File: src/rtl/mem_access_pkg.sv
// mem_access_pkg: shared pipeline defines for the memory-access stage.
// Holds bus widths, write/stall encodings, the load/store opcodes,
// the MEM-stage FSM state encodings and small opcode classification helpers.
package mem_access_pkg;

   localparam int RegBus     = 32;
   localparam int RegAddrBus = 5;
   localparam int AluOpBus   = 8;

   localparam logic [RegBus-1:0]     ZeroWord     = 32'h0000_0000;
   localparam logic [RegAddrBus-1:0] NOPRegAddr   = 5'b00000;
   localparam logic                  WriteEnable  = 1'b1;
   localparam logic                  WriteDisable = 1'b0;
   localparam logic                  Stop         = 1'b1;
   localparam logic                  NoStop       = 1'b0;

   localparam logic [AluOpBus-1:0] EXE_LB_OP  = 8'b1110_0000;
   localparam logic [AluOpBus-1:0] EXE_LBU_OP = 8'b1110_0100;
   localparam logic [AluOpBus-1:0] EXE_LH_OP  = 8'b1110_0001;
   localparam logic [AluOpBus-1:0] EXE_LHU_OP = 8'b1110_0101;
   localparam logic [AluOpBus-1:0] EXE_LW_OP  = 8'b1110_0011;
   localparam logic [AluOpBus-1:0] EXE_SB_OP  = 8'b1110_1000;
   localparam logic [AluOpBus-1:0] EXE_SH_OP  = 8'b1110_1001;
   localparam logic [AluOpBus-1:0] EXE_SW_OP  = 8'b1110_1011;

   typedef enum logic [1:0] {
      MEM_IDLE = 2'd0,
      MEM_BUSY = 2'd1,
      MEM_DONE = 2'd2
   } mem_state_e;

   function automatic logic is_store_op(input logic [AluOpBus-1:0] op);
      return (op == EXE_SB_OP) || (op == EXE_SH_OP) || (op == EXE_SW_OP);
   endfunction

   function automatic logic is_mem_op(input logic [AluOpBus-1:0] op);
      return (op == EXE_LB_OP) || (op == EXE_LBU_OP) || (op == EXE_LH_OP) ||
             (op == EXE_LHU_OP) || (op == EXE_LW_OP) || is_store_op(op);
   endfunction

endpackage

File: src/rtl/mem_access_if.sv
// mem_access_if: req/ack data bus between the MEM stage and the data memory.
// The stage is the master; the memory (or its bus bridge) is the slave.
interface mem_access_if;
   import mem_access_pkg::*;

   logic              mem_req_o;
   logic              mem_we_o;
   logic [RegBus-1:0] mem_addr_o;
   logic [3:0]        mem_sel_o;
   logic [RegBus-1:0] mem_data_o;
   logic              mem_ack_i;
   logic [RegBus-1:0] mem_data_i;

   modport master (
      output mem_req_o, mem_we_o, mem_addr_o, mem_sel_o, mem_data_o,
      input  mem_ack_i, mem_data_i
   );

   modport slave (
      input  mem_req_o, mem_we_o, mem_addr_o, mem_sel_o, mem_data_o,
      output mem_ack_i, mem_data_i
   );

endinterface

File: src/rtl/mem_lane_fmt.sv
// mem_lane_fmt: combinational big-endian byte-lane steering.
// Produces byte enables and replicated store data, and extracts/extends
// the addressed lane of the read word for loads. Lane 0 is bits [31:24].
module mem_lane_fmt
   import mem_access_pkg::*;
(
   input  logic [AluOpBus-1:0] aluop,
   input  logic [1:0]          addr_lo,
   input  logic [RegBus-1:0]   reg2,
   input  logic [RegBus-1:0]   rdata,
   output logic [3:0]          sel,
   output logic [RegBus-1:0]   wdata,
   output logic [RegBus-1:0]   rdata_fmt
);

   logic [7:0]  rbyte;
   logic [15:0] rhalf;

   // Pick the addressed byte and half-word out of the read word
   always_comb begin
      rbyte = rdata[7:0];
      unique case (addr_lo)
         2'b00:   rbyte = rdata[31:24];
         2'b01:   rbyte = rdata[23:16];
         2'b10:   rbyte = rdata[15:8];
         default: rbyte = rdata[7:0];
      endcase
      rhalf = addr_lo[1] ? rdata[15:0] : rdata[31:16];
   end

   // Byte enables, store replication and load extension per opcode
   always_comb begin
      sel       = 4'b0000;
      wdata     = ZeroWord;
      rdata_fmt = ZeroWord;
      case (aluop)
         EXE_LB_OP: begin
            sel       = 4'b1000 >> addr_lo;
            rdata_fmt = {{24{rbyte[7]}}, rbyte};
         end
         EXE_LBU_OP: begin
            sel       = 4'b1000 >> addr_lo;
            rdata_fmt = {24'h000000, rbyte};
         end
         EXE_LH_OP: begin
            sel       = addr_lo[1] ? 4'b0011 : 4'b1100;
            rdata_fmt = {{16{rhalf[15]}}, rhalf};
         end
         EXE_LHU_OP: begin
            sel       = addr_lo[1] ? 4'b0011 : 4'b1100;
            rdata_fmt = {16'h0000, rhalf};
         end
         EXE_LW_OP: begin
            sel       = 4'b1111;
            rdata_fmt = rdata;
         end
         EXE_SB_OP: begin
            sel   = 4'b1000 >> addr_lo;
            wdata = {4{reg2[7:0]}};
         end
         EXE_SH_OP: begin
            sel   = addr_lo[1] ? 4'b0011 : 4'b1100;
            wdata = {2{reg2[15:0]}};
         end
         EXE_SW_OP: begin
            sel   = 4'b1111;
            wdata = reg2;
         end
         default: ;
      endcase
   end

endmodule

File: src/rtl/mem_access.sv
// mem_access: MEM pipeline stage between EX/MEM and MEM/WB.
// Non-memory ops pass straight through; loads/stores run one req/ack bus
// transaction while stallreq_o holds the pipeline (IDLE -> BUSY -> DONE).
// Optional macro MEM_ACCESS_TIMEOUT_EN adds an ack timeout of ACK_WAIT_MAX
// BUSY cycles that aborts the access and pulses mem_err_o.
module mem_access
   import mem_access_pkg::*;
#(
   parameter int ACK_WAIT_MAX = 255
) (
   input  logic                  clk,
   input  logic                  rst,
   input  logic [5:0]            stall,
   input  logic [RegAddrBus-1:0] wd_i,
   input  logic                  wreg_i,
   input  logic [RegBus-1:0]     wdata_i,
   input  logic [RegBus-1:0]     hi_i,
   input  logic [RegBus-1:0]     lo_i,
   input  logic                  whilo_i,
   input  logic [AluOpBus-1:0]   aluop_i,
   input  logic [RegBus-1:0]     mem_addr_i,
   input  logic [RegBus-1:0]     reg2_i,
   output logic [RegAddrBus-1:0] wd_o,
   output logic                  wreg_o,
   output logic [RegBus-1:0]     wdata_o,
   output logic [RegBus-1:0]     hi_o,
   output logic [RegBus-1:0]     lo_o,
   output logic                  whilo_o,
   mem_access_if.master          bus,
   output logic                  stallreq_o,
   output logic                  mem_err_o
);

   mem_state_e        state, state_next;
   logic [RegBus-1:0] load_data;
   logic [3:0]        fmt_sel;
   logic [RegBus-1:0] fmt_wdata;
   logic [RegBus-1:0] fmt_rdata;
   logic              mem_op;
   logic              store_op;
   logic              timeout_hit;
   logic              err_flag;
   logic              unused_stall;

   assign mem_op       = is_mem_op(aluop_i);
   assign store_op     = is_store_op(aluop_i);
   assign unused_stall = ^{stall[5], stall[3:0]};

   mem_lane_fmt u_lane_fmt (
      .aluop     (aluop_i),
      .addr_lo   (mem_addr_i[1:0]),
      .reg2      (reg2_i),
      .rdata     (bus.mem_data_i),
      .sel       (fmt_sel),
      .wdata     (fmt_wdata),
      .rdata_fmt (fmt_rdata)
   );

`ifdef MEM_ACCESS_TIMEOUT_EN
   logic [31:0] wait_cnt;

   assign timeout_hit = (state == MEM_BUSY) && !bus.mem_ack_i &&
                        (wait_cnt == 32'(ACK_WAIT_MAX - 1));

   // Count BUSY cycles; a missing ack aborts the access and leaves a sticky flag for DONE
   always_ff @(posedge clk or negedge rst) begin
      if (!rst) begin
         wait_cnt  <= '0;
         mem_err_o <= 1'b0;
         err_flag  <= 1'b0;
      end else begin
         mem_err_o <= timeout_hit;
         if (state == MEM_BUSY) wait_cnt <= wait_cnt + 32'd1;
         else                   wait_cnt <= '0;
         if (timeout_hit)                 err_flag <= 1'b1;
         else if (state_next == MEM_IDLE) err_flag <= 1'b0;
      end
   end
`else
   localparam int unused_ack_wait_max = ACK_WAIT_MAX;

   assign timeout_hit = 1'b0;
   assign err_flag    = 1'b0;
   assign mem_err_o   = 1'b0;
`endif

   // FSM state register
   always_ff @(posedge clk or negedge rst) begin
      if (!rst) state <= MEM_IDLE;
      else      state <= state_next;
   end

   // Next state: DONE waits for the pipeline to release the MEM stage
   always_comb begin
      state_next = state;
      unique case (state)
         MEM_IDLE: if (mem_op) state_next = MEM_BUSY;
         MEM_BUSY: if (bus.mem_ack_i || timeout_hit) state_next = MEM_DONE;
         MEM_DONE: if (stall[4] == NoStop) state_next = MEM_IDLE;
         default:  state_next = MEM_IDLE;
      endcase
   end

   // Bus request launch in IDLE, completion and load-data capture in BUSY
   always_ff @(posedge clk or negedge rst) begin
      if (!rst) begin
         bus.mem_req_o  <= 1'b0;
         bus.mem_we_o   <= 1'b0;
         bus.mem_addr_o <= ZeroWord;
         bus.mem_sel_o  <= 4'b0000;
         bus.mem_data_o <= ZeroWord;
         load_data      <= ZeroWord;
      end else begin
         if (state == MEM_IDLE && mem_op) begin
            bus.mem_req_o  <= 1'b1;
            bus.mem_we_o   <= store_op;
            bus.mem_addr_o <= {mem_addr_i[RegBus-1:2], 2'b00};
            bus.mem_sel_o  <= fmt_sel;
            bus.mem_data_o <= fmt_wdata;
         end else if (state == MEM_BUSY && (bus.mem_ack_i || timeout_hit)) begin
            bus.mem_req_o <= 1'b0;
            bus.mem_we_o  <= 1'b0;
            if (bus.mem_ack_i) load_data <= fmt_rdata;
         end
      end
   end

   // Result outputs and stall request; memory ops suppress the write until DONE
   always_comb begin
      wd_o       = wd_i;
      wreg_o     = wreg_i;
      wdata_o    = wdata_i;
      hi_o       = hi_i;
      lo_o       = lo_i;
      whilo_o    = whilo_i;
      stallreq_o = 1'b0;
      if (!rst) begin
         wd_o    = NOPRegAddr;
         wreg_o  = WriteDisable;
         wdata_o = ZeroWord;
         hi_o    = ZeroWord;
         lo_o    = ZeroWord;
         whilo_o = WriteDisable;
      end else begin
         unique case (state)
            MEM_IDLE: begin
               if (mem_op) begin
                  stallreq_o = 1'b1;
                  wreg_o     = WriteDisable;
               end
            end
            MEM_BUSY: begin
               stallreq_o = 1'b1;
               wreg_o     = WriteDisable;
            end
            MEM_DONE: begin
               if (!store_op) wdata_o = load_data;
               if (err_flag)  wreg_o  = WriteDisable;
            end
            default: ;
         endcase
      end
   end

endmodule

File: src/flat_wrapper.sv
// flat-port wrapper written by rule: the top's interface ports become plain ports
module mem_access_flat import mem_access_pkg::*;
#(
   parameter int ACK_WAIT_MAX = 255
)
  (clk, rst, stall, wd_i, wreg_i, wdata_i, hi_i, lo_i, whilo_i, aluop_i, mem_addr_i, reg2_i, wd_o, wreg_o, wdata_o, hi_o, lo_o, whilo_o, stallreq_o, mem_err_o, bus_mem_req_o, bus_mem_we_o, bus_mem_addr_o, bus_mem_sel_o, bus_mem_data_o, bus_mem_ack_i, bus_mem_data_i);
  mem_access_if bus_i ();
  input  logic clk;
  input  logic rst;
  input  logic [5:0] stall;
  input  logic [RegAddrBus-1:0] wd_i;
  input  logic wreg_i;
  input  logic [RegBus-1:0] wdata_i;
  input  logic [RegBus-1:0] hi_i;
  input  logic [RegBus-1:0] lo_i;
  input  logic whilo_i;
  input  logic [AluOpBus-1:0] aluop_i;
  input  logic [RegBus-1:0] mem_addr_i;
  input  logic [RegBus-1:0] reg2_i;
  output logic [RegAddrBus-1:0] wd_o;
  output logic wreg_o;
  output logic [RegBus-1:0] wdata_o;
  output logic [RegBus-1:0] hi_o;
  output logic [RegBus-1:0] lo_o;
  output logic whilo_o;
  output logic stallreq_o;
  output logic mem_err_o;
  output wire logic [$bits(bus_i.mem_req_o)-1:0] bus_mem_req_o;
  output wire logic [$bits(bus_i.mem_we_o)-1:0] bus_mem_we_o;
  output wire logic [$bits(bus_i.mem_addr_o)-1:0] bus_mem_addr_o;
  output wire logic [$bits(bus_i.mem_sel_o)-1:0] bus_mem_sel_o;
  output wire logic [$bits(bus_i.mem_data_o)-1:0] bus_mem_data_o;
  input wire logic [$bits(bus_i.mem_ack_i)-1:0] bus_mem_ack_i;
  input wire logic [$bits(bus_i.mem_data_i)-1:0] bus_mem_data_i;
  assign bus_mem_req_o = bus_i.mem_req_o;
  assign bus_mem_we_o = bus_i.mem_we_o;
  assign bus_mem_addr_o = bus_i.mem_addr_o;
  assign bus_mem_sel_o = bus_i.mem_sel_o;
  assign bus_mem_data_o = bus_i.mem_data_o;
  assign bus_i.mem_ack_i = bus_mem_ack_i;
  assign bus_i.mem_data_i = bus_mem_data_i;
  mem_access #(.ACK_WAIT_MAX(ACK_WAIT_MAX)) u_core (.clk(clk), .rst(rst), .stall(stall), .wd_i(wd_i), .wreg_i(wreg_i), .wdata_i(wdata_i), .hi_i(hi_i), .lo_i(lo_i), .whilo_i(whilo_i), .aluop_i(aluop_i), .mem_addr_i(mem_addr_i), .reg2_i(reg2_i), .wd_o(wd_o), .wreg_o(wreg_o), .wdata_o(wdata_o), .hi_o(hi_o), .lo_o(lo_o), .whilo_o(whilo_o), .bus(bus_i), .stallreq_o(stallreq_o), .mem_err_o(mem_err_o));
endmodule
File: config.mk
export PLATFORM = sky130hd
export DESIGN_NAME = mem_access_flat
export DESIGN_NICKNAME = d
export VERILOG_FILES = /design/src/rtl/mem_access_pkg.sv /design/src/rtl/mem_access_if.sv /design/src/rtl/mem_lane_fmt.sv /design/src/rtl/mem_access.sv /design/src/flat_wrapper.sv
export SDC_FILE = /design/constraint.sdc
export NUM_CORES = 1
export LEC_CHECK = 0
export BUFFER_PORTS_ARGS = -buffer_cell sky130_fd_sc_hd__buf_2
export CORE_AREA = 3 3 149 151
export CTS_BUF_LIST = sky130_fd_sc_hd__clkbuf_4 sky130_fd_sc_hd__clkbuf_8
export DETAILED_ROUTE_END_ITERATION = 10
export DIE_AREA = 0 0 152 154
export GPL_ROUTABILITY_DRIVEN = 0
export SLEW_MARGIN = 0
export SYNTH_ARGS = -nofsm -noshare
export SYNTH_HDL_FRONTEND = slang
export SYNTH_SLANG_ARGS = --single-unit
File: constraint.sdc
create_clock -name clk -period 3.5 [get_ports clk]
set_input_delay 0.175 -clock clk [delete_from_list [all_inputs] [get_ports clk]]
set_output_delay 0.175 -clock clk [all_outputs]
set_load 0.005 [all_outputs]
==> reports/results.ini, run 1 <==
[worst_hold_path]
hp-start = bus_mem_data_i[19]
hold_path.class = in -> reg

[grt]
grt_pass1_wl_um = 34500
grt_max_degree = 77
overflow = 0
grt_pass1_vias = 5910
antenna_found_initial = 3
grt_usage_pct = 18.6

[sta]
rsz0062_at_grt = no
worst_pin_slew_ps = 1040
tns_ps = 0
period_needed_ps = 2630
min_period_over_period_pct = 75.0
slew_headroom_pct = 30.3
hold_viol = 0
setup_slack_ps = 875
setup_viol = 0
finClkSkew_ps = 10.6
drv_slew = 0
fmax_mhz = 381

[layout]
area_growth_syn_to_layout_pct = 44.0
drive_above_1_share_pct = 45.3
layout.nets = 1199
fillCellCount = 2179

[clocking]
clk_latency_ps = 380
cts.clk_slew.worst_paths_ps = 110
cts_setup_buffers = 0
cts-buffers-inserted = 9
htree_levels = 3
cts_root_buffer = clkbuf_8
clock_sinks = 102
cts_tree = done
clockBufferDepth = 2

[detailed_routing]
viasPerCell = 4.78
ant_nets = 0
drcViolationCount = 0
routed_wl_um = 23100
drtIter0Drc = 365
vias = 6046
dr.pass1.iters = 5
drt-wirelength-per-cell_um = 18.3

[power_and_ir_drop]
p_seq_share_pct = 44.0
power_leakage_nw = 4.41
intPower_w = 0.00237
power_density_mw_per_mm2 = 427
combPwrFrac_pct = 33.9
vdd_ir_drop_max_uv = 188
power_frac_clock_pct = 22.0
p_switching_w = 0.00117
switching_share_pct = 33.1

[synth]
yosysSeqAreaShare_pct = 44.4
ys_ff_latch = 102
synthCells = 610
yosys_warnings = 0
synth_ff_type = dfrtp_1
synth.avg_cell_area_um2 = 9.43
async_flop_share_pct = 100
netlist_area_mm2 = 0.00575
synth_enable_flop_cells = 0
ys_types = 47

[setup_path]
crit_required_ps = 3320
critical_path_arrival_ps = 2450
worstPathMaxFanout = 18
path_class = reg -> out
crit_path_start_kind = flip-flop
end_kind = output pin
r2r_start = u_core.state[1]
crit_start = u_core.state[0]

[place]
hpwl_um = 17700
io_buffers = 382
dp_slack_ps = 1140

[die]
rows = 53
core_mm2 = 0.0210
io_pins = 391
die_x_um = 152
dieArea_mm2 = 0.0234
dieHeight_um = 154
start_util_pct = 27.4

[run]
maxCapViolations = 0

[outcome]
status = completed

state kept, by name (all words and copies together) (netlist names):
signal and flops:
u_core.bus.mem_data_o 32, u_core.bus.mem_sel_o 4, u_core.bus.mem_addr_o 30, u_core.bus.mem_req_o 1
u_core.load_data 32, u_core.state 2, u_core.bus.mem_we_o 1
metrics by stage:
stage / util, % / instances / area, um2 / hold slack [ps] / power, W
5_1_grt: 39.5 / 1265 / 8280 / 2.21 / 0.00378
2_1_floorplan: - / 612 / 5760 / -121 / 0.00215
4_1_cts: 39.5 / 1263 / 8280 / 0.867 / 0.00359
3_5_place_dp: 37.3 / 1221 / 7820 / 392 / 0.00277
3_3_place_gp: 37.3 / 1221 / 7820 / 385 / 0.00274
6_report: 39.5 / 1265 / 8280 / 30.6 / 0.00354
critical path: stages (launching register included):
cell and delay, ps:
dfrtp_1 450, nand2b_1 210, a31oi_2 670, buf_4 350, nand2_1 80, a21oi_1 150, buf_2 150
synth_stat cells, types with 2 or more instances:
master | instances | area (um2)
nand2_1 | 115 | 432
dfrtp_1 | 102 | 2550
and2_1 | 71 | 444
o21ai_0 | 41 | 205
a21oi_1 | 39 | 195
mux2_2 | 27 | 304
clkbuf_1 | 23 | 86.3
a22o_1 | 21 | 184
buf_2 | 21 | 105
a22oi_1 | 17 | 128
mux2i_1 | 15 | 150
a221o_1 | 10 | 100
a2bb2oi_1 | 10 | 87.6
a32oi_1 | 9 | 78.8
nor2_1 | 9 | 33.8
a31oi_1 | 8 | 50.1
and3_1 | 7 | 43.8
a221o_2 | 6 | 67.6
nor2b_1 | 6 | 37.5
buf_4 | 5 | 37.5
buf_6 | 5 | 56.3
inv_1 | 5 | 18.8
mux2_1 | 5 | 56.3
nand2b_1 | 4 | 25.0
nand3_1 | 4 | 20.0
and4_1 | 2 | 17.5
nand4_1 | 2 | 12.5
nor3_1 | 2 | 10.0
kinds of logic (layout without fill, tap and decap cells):
group | after synthesis | in the layout | share of synthesized area (%)
compound gates | 168 | 168 | 20.3
buf+inv | 59 | 435 | 5.29
flops | 102 | 102 | 44.4
mux | 49 | 49 | 9.66
other cells | 1 | 5 | 0.0652
simple gates | 231 | 231 | 20.3
cell usage in the layout (no fill, tap or decap), types with 2 or more instances in the layout:
master         netlist  routed
buf_2               21     381
nand2_1            115     115
dfrtp_1            102     102
and2_1              71      71
o21ai_0             41      41
a21oi_1             39      39
mux2_2              27      27
dlygate4sd3_1        0      26
a22o_1              21      21
a22oi_1             17      17
mux2i_1             15      15
a221o_1             10      10
a2bb2oi_1           10      10
nor2_1               9       9
a32oi_1              9       9
clkbuf_8             0       9
and3_1               7       7
a31oi_1              8       7
nor2b_1              6       6
a221o_2              6       6
inv_1                5       5
mux2_1               5       5
buf_4                5       5
nand2b_1             4       4
nand3_1              4       4
conb_1               1       3
diode_2              0       2
nand4_1              2       2
and4_1               2       2
nor3_1               2       2
clkinvlp_4           0       2
layer usage:
metal | vias to the layer above | GRT usage [%] | share of wire (%)
li1 | 2904 | - | -
met1 | 2889 | 25.1 | 44
met5 | - | 0 | 0.087
met4 | 2 | 4.32 | 1.3
met2 | 229 | 29.9 | 48
met3 | 22 | 4.93 | 6.5
final cells by class:
type	instances	area, um2	share of cell area [%]
antenna	2	5.00	0.0604
clock buffer	10	131	1.59
clock inverter	6	70.1	0.846
inverter	5	18.8	0.227
multi-input combinational	451	2920	35.3
sequential	102	2550	30.8
tap	275	344	4.15
timing repair buffer	414	2240	27.0
timing repair:
item                                   CTS  global route
endpoints found under the hold margin   26             0
hold buffers                            26             0
gates resized for setup                  0             0
final timing paths:
kind	end	slack, ps	cells past startpoint
worst max-delay path	wdata_o[24]	870	6
worst min-delay path	u_core.load_data[19]	30	2
worst max register to register	u_core.load_data[31]	1130	4
worst min register to register	u_core.bus.mem_req_o	480	2
max in group asynchronous	u_core.load_data[2]	2110	3
min in group asynchronous	u_core.bus.mem_data_o[27]	150	2
power by group through the flow:
stage                     Clock (W)  Combinational, W  Sequential (W)
final                      0.000778           0.00120         0.00156
after global routing       0.000860           0.00133         0.00159
after CTS                  0.000816           0.00122         0.00156
after detailed placement          0           0.00119         0.00158
after global placement            0           0.00118         0.00157
after floorplan                   0          0.000554         0.00160
No activity file was read; power rests on OpenSTA's default activity.
==> run 2, diff against run 1 <==
==> constraint.sdc (replaced) <==
create_clock -name clk -period 2.4 [get_ports clk]
set_input_delay 0.12 -clock clk [delete_from_list [all_inputs] [get_ports clk]]
set_output_delay 0.12 -clock clk [all_outputs]
set_load 0.005 [all_outputs]
==> run 2 against run 1 <==
First-iteration DRC count grew 5.5%. Sequential share of layout area shrank 1.5 points. Non-clock buffer count grew 44. Power grew 49%. Clock skew grew 5.9 ps. Worst setup slack lost 620 ps. Clock power grew 50%. Die area is the same. Via count grew 1.5%.
==> reports/results.ini, run 2 (synthesis gave the netlist of run 1 again) <==
[outcome]
status = completed  ; unchanged

[place]
place_inst = 1236  ; was 1221
io_buffers = 382  ; unchanged
hpwl_um = 18000  ; was 17700 um

[setup_path]
worst-path-buf-inv = 2  ; unchanged
end_kind = output pin  ; unchanged
worstPathMaxFanout = 32  ; was 18
worst_r2r_endpoint = u_core.load_data[26]  ; was u_core.load_data[31]
slowest_delay_ps = 450  ; was 670 ps
r2r_setup_slack_ps = 560  ; was 1130 ps
r2r_start = u_core.state[1]  ; unchanged
rr_worst_depth = 5  ; was 4
critical_path_arrival_ps = 2030  ; was 2450 ps
path_class = reg -> out  ; unchanged
crit_required_ps = 2280  ; was 3320 ps
crit_path_start_kind = flip-flop  ; unchanged
path_delay_family = buffers and inverters  ; was compound AO/OA/AOI/OAI gates
crit_slowest_cell = dfrtp_1  ; was a31oi_2
path_cells = nand2b_1 > a31oi_2 > buf_4 > nand2_1 > a21oi_1 > buf_2  ; unchanged

[sta]
period_needed_ps = 2150
rsz0062_at_grt = no  ; unchanged
hold_viol = 0  ; unchanged
min_period_over_period_pct = 89.4
finClkSkew_ps = 16.5  ; was 10.6 ps
worst_pin_slew_ps = 685  ; was 1040 ps
tns_ps = 0  ; unchanged
slew_headroom_pct = 54.4  ; was 30.3%
setup_viol = 0  ; unchanged
drv_slew = 0  ; unchanged
fmax_mhz = 466

[layout]
multi_input_comb_area_mm2 = 0.00292  ; unchanged
top_regs = u_core.bus.mem_data_o x32, u_core.load_data x32, u_core.bus.mem_addr_o x30  ; unchanged
layout.cells.non_filler = 1311  ; was 1265
drive_above_1_share_pct = 44.9  ; was 45.3%
area_growth_syn_to_layout_pct = 51.6  ; was 44.0%
fillCellCount = 2108  ; was 2179
layout.nets = 1243  ; was 1199
seqCellArea_mm2 = 0.00255  ; unchanged
final_common_cell = buf_2  ; unchanged
final_cell_mix = buf_2, nand2_1, dfrtp_1  ; unchanged

[grt]
grt_max_degree = 88  ; was 77
overflow = 0  ; unchanged
antenna_found_initial = 5  ; was 3
grt_pass1_vias = 6047  ; was 5910
grt_pass1_wl_um = 35300  ; was 34500 um
grt_usage_pct = 19.0  ; was 18.6%

[power_and_ir_drop]
power_density_mw_per_mm2 = 604  ; was 427 mW/mm2
power_leakage_nw = 4.62  ; was 4.41 nW
vdd_ir_drop_max_uv = 285  ; was 188 uV

[clocking]
cts_tree = done  ; unchanged
htree_levels = 3  ; unchanged
post_cts_resized = 0  ; unchanged
clockBufferDepth = 2  ; unchanged
cts-buffers-inserted = 9  ; unchanged
clk_latency_ps = 400  ; was 380 ps
clock_sinks = 102  ; unchanged
cts_root_buffer = clkbuf_8  ; unchanged
cts.clk_slew.worst_paths_ps = 110  ; about the same

[detailed_routing]
drtIter0Drc = 385  ; was 365
viasPerCell = 4.68  ; was 4.78
vias = 6139  ; was 6046
dr.pass1.iters = 5  ; unchanged
drcViolationCount = 0  ; unchanged
routed_wl_um = 23600  ; was 23100 um
drt-wirelength-per-cell_um = 18.0  ; was 18.3 um
ant_nets = 0  ; unchanged

[worst_hold_path]
hp-start = reg2_i[2]  ; was bus_mem_data_i[19]
hold_path.class = in -> reg  ; unchanged
hold_end = u_core.bus.mem_data_o[2]  ; was u_core.load_data[19]
hold_depth = 2  ; unchanged

[die]
dieHeight_um = 154  ; unchanged
core_mm2 = 0.0210  ; unchanged
start_util_pct = 27.4  ; unchanged
dieArea_mm2 = 0.0234  ; unchanged
rows = 53  ; unchanged
die_x_um = 152  ; unchanged
io_pins = 391  ; unchanged

[run]
maxCapViolations = 0  ; unchanged

-- run 2: changes by cell type in the layout (fill, tap and decap cells not counted), sizes merged --
cell         change
clkinv           -1
inv              +1
clkbuf           +1
diode            +2
dlygate4sd3     +29
buf             +15
clkinvlp         -1
-- run 2: area by class of cell --
class	count	area share [%]
multi-input cells	451	33.5
repair buffers	458	30.6
flip-flops and latches	102	29.3
well taps	275	3.95
clock buffers	11	1.59
clock inverters	5	0.761
inverters	5	0.215
diodes	4	0.115
-- run 2: how the worst max path moves through the flow --
stage                                 to             from  slack (ps)  depth (start not counted)
3_3_place_gp                  stallreq_o       aluop_i[4]         520                          6
6_report                      wdata_o[5]  u_core.state[0]         250                          6
3_5_place_dp                  stallreq_o       aluop_i[4]         470                          6
4_1_cts                       wdata_o[6]  u_core.state[0]         240                          6
5_1_grt                       wdata_o[6]  u_core.state[0]         100                          6
2_1_floorplan  u_core.bus.mem_addr_o[27]  u_core.state[0]         860                          5
-- run 2: repair_timing --
item / CTS / global route
buffers inserted: 0 / 0
hold buffers: 55 / 0
endpoints found under the hold margin: 156 / 0
-- run 2: metrics by stage --
stage	utilization, %	power [W]	hold slack [ps]	setup WS [ps]	cell area [um2]
after floorplan	-	0.00314	-176	862	5760
after global placement	38.0	0.00403	212	521	7950
after detailed placement	38.0	0.00407	207	474	7950
after CTS	41.6	0.00533	0.155	242	8710
after global routing	41.6	0.00560	16.2	101	8720
final	41.6	0.00526	23.0	255	8720
-- run 2: worst reg2reg max path, delay by kind of cell (launching register included) --
kind / cells / cell delay (ps)
AND/OR/NAND/NOR: 3 / 970
flip-flops: 1 / 420
buffers and inverters: 1 / 260
AO/OA/AOI/OAI: 1 / 130
-- run 2: report_power, final --
part	internal [W]	switching, W	total [W]	leakage, nW
Clock	0.000520	0.000654	0.00117	0.103
Combinational	0.000918	0.000897	0.00182	3.15
Sequential	0.00209	0.000190	0.00228	1.36
Total	0.00352	0.00174	0.00526	4.62
-- run 2: metal layers --
layer  vias up  GRT usage [%]  part of all wire [%]
li1       2994              -                     -
met1      2895           25.1                    43
met2       219           30.8                    48
met3        29           4.76                   6.7
met4         2           5.65                   1.8
met5         -              0                 0.055
